`src/rtl/regfile_read_arbiter.sv`:
```
// Round-robin sequencer for the register file's single read mux: arbitrate, drive select, capture, grant.
// Latency: request seen in IDLE at t -> mux_select at t+1, grant pulse with rdata at t+3; one read per 3 cycles.
// Backpressure: none; requesters hold req level until their grant, others simply wait their turn.
module regfile_read_arbiter #(
    parameter int W = 32,
    parameter int N = 4
) (
    input  logic             clk,
    input  logic             reset,
    input  logic [N-1:0]     req,
    input  logic [5*N-1:0]   addr,
    output logic [4:0]       mux_select,
    input  logic [W-1:0]     mux_data,
    output logic [W-1:0]     rdata,
    output logic [N-1:0]     grant,
    output logic             busy
);

    localparam int PW = (N > 1) ? $clog2(N) : 1;

    typedef enum logic [1:0] {
        IDLE  = 2'd0,
        DRIVE = 2'd1,
        LATCH = 2'd2
    } state_t;

    state_t          state;
    state_t          state_nxt;
    logic [PW-1:0]   ptr;
    logic [PW-1:0]   owner;
    logic [PW-1:0]   pick;
    logic            pick_vld;

    // Scan downward so the last hit wins: that is the first set bit at or above ptr, with wrap at N.
    always_comb begin
        pick_vld = 1'b0;
        pick     = '0;
        for (int k = N - 1; k >= 0; k--) begin
            if (req[(int'(ptr) + k) % N]) begin
                pick_vld = 1'b1;
                pick     = PW'((int'(ptr) + k) % N);
            end
        end
    end

    always_comb begin
        state_nxt = state;
        case (state)
            IDLE:    if (pick_vld) state_nxt = DRIVE;
            DRIVE:   state_nxt = LATCH;
            LATCH:   state_nxt = IDLE;
            default: state_nxt = IDLE;
        endcase
    end

    always_ff @(posedge clk or posedge reset) begin
        if (reset) begin
            state <= IDLE;
        end else begin
            state <= state_nxt;
        end
    end

    always_ff @(posedge clk or posedge reset) begin
        if (reset) begin
            ptr        <= '0;
            owner      <= '0;
            mux_select <= '0;
            rdata      <= '0;
            grant      <= '0;
            busy       <= 1'b0;
        end else begin
            grant <= '0;
            busy  <= (state_nxt != IDLE);
            case (state)
                IDLE: begin
                    // addr is captured only here; later addr/req changes cannot disturb the read
                    if (pick_vld) begin
                        owner      <= pick;
                        mux_select <= addr[5*int'(pick) +: 5];
                    end
                end
                LATCH: begin
                    rdata <= mux_data;
                    grant <= {{(N-1){1'b0}}, 1'b1} << owner;
                    ptr   <= (int'(owner) == N - 1) ? '0 : owner + 1'b1;
                end
                default: ;
            endcase
        end
    end

endmodule
```
`config.mk`:
```
export PLATFORM = sky130hd
export DESIGN_NAME = regfile_read_arbiter
export DESIGN_NICKNAME = d
export VERILOG_FILES = /design/src/rtl/regfile_read_arbiter.sv
export SDC_FILE = /design/constraint.sdc
export NUM_CORES = 1
export LEC_CHECK = 0
export ABC_CLOCK_PERIOD_IN_PS = 2570
export CORE_AREA = 2 2 72 74
export DETAILED_ROUTE_END_ITERATION = 10
export DIE_AREA = 0 0 74 76
export PLACE_DENSITY = 0.85
export SETUP_SLACK_MARGIN = 0.3
export SYNTH_ARGS = -nofsm -noshare
export SYNTH_HDL_FRONTEND = slang
export SYNTH_SLANG_ARGS = --single-unit
```
`constraint.sdc`:
```
create_clock -name clk -period 2.57 [get_ports clk]
set_input_delay 0.3855 -clock clk [delete_from_list [all_inputs] [get_ports clk]]
set_output_delay 0.3855 -clock clk [all_outputs]
set_load 0.05 [all_outputs]
```
==> impl_metrics.json <==
{
  "status": "finished, final reports clean",
  "slew_headroom_pct": 60.4,
  "gr-usage-all-layers_pct": 15.6,
  "antenna_cells": 0,
  "synth_warnings": 0,
  "ys.flop_type": "dfrtp_1",
  "route.vias.total": 1473,
  "synth_area_um2": 2000,
  "min_period_over_period_pct": 73.0,
  "tns_ps": 0,
  "crit_path_start_kind": "input port",
  "max_freq_ghz": 0.533,
  "grt_pass1_vias": 1481,
  "synth_area_leaders": "dfrtp_1 (60%), mux2_2 (19%), mux2i_1 (5.5%)",
  "placed_area_um2": 3080,
  "seq_area_um2": 1200,
  "drt_iter0_drc": 39,
  "final_core_util_pct": 64.3,
  "multi_input_area_um2": 752,
  "final_cell_area_um2": 3160,
  "wire_per_inst_um": 13.3,
  "finalSetupViolCount": 0,
  "clock_skew_ps": 5.86,
  "fillers": 402,
  "firstDrtPassIters": 4,
  "gp_congestion": 0.724,
  "rows": 26,
  "cts_buffers": 5,
  "cp.required_ps": 2780,
  "slowest_delay_ps": 500,
  "wl_mm": 4.20,
  "avgSynthCellArea_um2": 14.1,
  "crit_type": "input port to flip-flop",
  "endpoint_kind": "flip-flop",
  "via_per_inst": 4.68,
  "dp_cells": 308,
  "synth-seq-cells": 48,
  "synth_most_common_cell": "dfrtp_1",
  "synth_top_cells_by_count": "dfrtp_1 (48), mux2_2 (34), mux2i_1 (11), nand2_1 (7)",
  "areaGrowthSynthToFinish_pct": 57.8,
  "crit_arrival_ps": 2080,
  "finalHoldViolations": 0,
  "rr_worst_depth": 5,
  "numPortBuffers": 99,
  "overflow": 0,
  "worstMarginPinSlew_ps": 588,
  "tritoncts": "built",
  "cts_resized": 0,
  "cts_setup_buffers": 0,
  "yosysTopAreaCellShare_pct": 60.0,
  "antenna_found_initial": 0,
  "grt_first_pass_wirelength_mm": 6.75,
  "power_density_nw_per_um2": 1400,
  "post-place-ws_ps": 389,
  "synth_async_sr_flop_share_pct": 100,
  "dpl.hpwl_mm": 3.24,
  "yosysSeqAreaShare_pct": 60.0,
  "grt_max_degree": 20,
  "cts_root_buffer": "clkbuf_8",
  "fin_ws_ps": 694,
  "drv_cap": 0,
  "h-tree-depth": 2,
  "drive_gt1_share_pct": 19.2,
  "nets": 307,
  "drv_slew": 0,
  "hold_path_class": "input port to async pin",
  "ant_nets": 0,
  "die_x_um": 74,
  "coreArea_um2": 4910,
  "synth_edf_count": 0,
  "synth_cell_types": 21,
  "path_clk_slew_ps": 80,
  "final_cell_count_no_fill": 315,
  "insertion_delay_ps": 290,
  "crit_fanout": 10,
  "yosysTopAreaCell": "dfrtp_1",
  "netlist_instances": 142,
  "syn_nets": 204,
  "die_h_um": 76,
  "cts_buffer_depth": 2,
  "crit_path_cell_trace": "clkdlybuf4s50_1 -> nor2_1 -> a211o_1 -> or3_1 -> o221ai_1",
  "p_leak_nw": 1.34,
  "cts_hold_buffers": 0,
  "cts_sinks": 48,
  "initial_core_util_pct": 40.7,
  "die_area_um2": 5620,
  "finalCriticalPeriod_ps": 1880,
  "worst_path_max_delay_cell": "clkdlybuf4s50_1",
  "rsz0062_at_grt": "no",
  "vdd_ir_drop_max_mv": 0.510,
  "drcViolationCount": 0,
  "ios": 100
}
-- placed cells by master (no fill, tap or decap) --
master           netlist  final
a211oi_1               1      1
o21ai_0                3      3
or2b_1                 1      1
nor2b_4                0      1
nor2b_1                2      1
clkbuf_8               0      5
inv_2                  0      1
a211o_1                2      2
clkinvlp_4             0      1
inv_1                  4      3
o221ai_1               5      5
nor2_1                 4      4
mux2i_1               11     11
clkinv_2               0      1
dfrtp_1               48     48
nand2b_1               2      2
nor3b_1                1      1
mux2_2                34     34
or3_1                  1      1
nand2_1                7      7
clkdlybuf4s50_1        0     99
and2_1                 4      4
ha_1                   4      4
a21oi_1                1      1
buf_4                  0      4
-- where the power goes --
part           internal (W)  switching (W)  leakage [nW]  total, W
Combinational       0.00106        0.00162         0.729   0.00269
Sequential          0.00112       0.000195         0.574   0.00132
Clock              0.000184       0.000234        0.0400  0.000418
-- sequential cells by signal, indices dropped and copies added, names as in the netlist --
register / cells
mux_select: 5
rdata: 32
owner: 2
busy: 1
state: 2
grant: 4
ptr: 2
-- through the flow --
stage	hold slack (ps)	total power, W
CTS	364	0.00448
floorplan	427	0.00317
detailed placement	467	0.00405
global placement	457	0.00401
global route	383	0.00467
finish	360	0.00443
-- final timing paths --
kind / from / endpoint / slack, ps
max: req[1] / mux_select[1] / 690
min: reset / rdata[4] / 360
max reg2reg: ptr[1] / mux_select[3] / 800
min reg2reg: state[1] / state[1] / 490
max in group asynchronous: reset / rdata[31] / 1660
min in group clk: state[1] / state[1] / 490
-- metal layers --
metal / global-route usage [%] / vias up / part of all wire, %
met5: 0 / - / 0
met4: 6.00 / 0 / 1.7
met3: 4.63 / 6 / 8.9
met2: 26.5 / 67 / 49
met1: 18.2 / 700 / 40
li1: - / 700 / -
-- worst max-delay path: cells and delay by family --
kind / cells / cell delay, ps
buffers and inverters: 1 / 500
AOI/OAI and AO/OA: 2 / 620
and+or+nand+nor: 2 / 580
-- kinds of logic (layout without fill, tap and decap cells) --
logic type / Yosys count / in the layout / synth area share, %
buf+inv: 11 / 114 / 2.75
flops: 48 / 48 / 60.0
simple gates: 22 / 22 / 5.63
fa+ha+maj: 4 / 4 / 2.50
mux: 45 / 45 / 24.6
compound gates: 12 / 12 / 4.44
-- final cells by class --
class	count	area share [%]
Sequential cell	48	38.0
Inverter	4	0.475
Clock inverter	2	0.396
Multi-Input combinational cell	83	23.8
Timing Repair Buffer	103	32.3
Tap cell	70	2.77
Clock buffer	5	2.18
No activity file was read; power rests on OpenSTA's default activity.
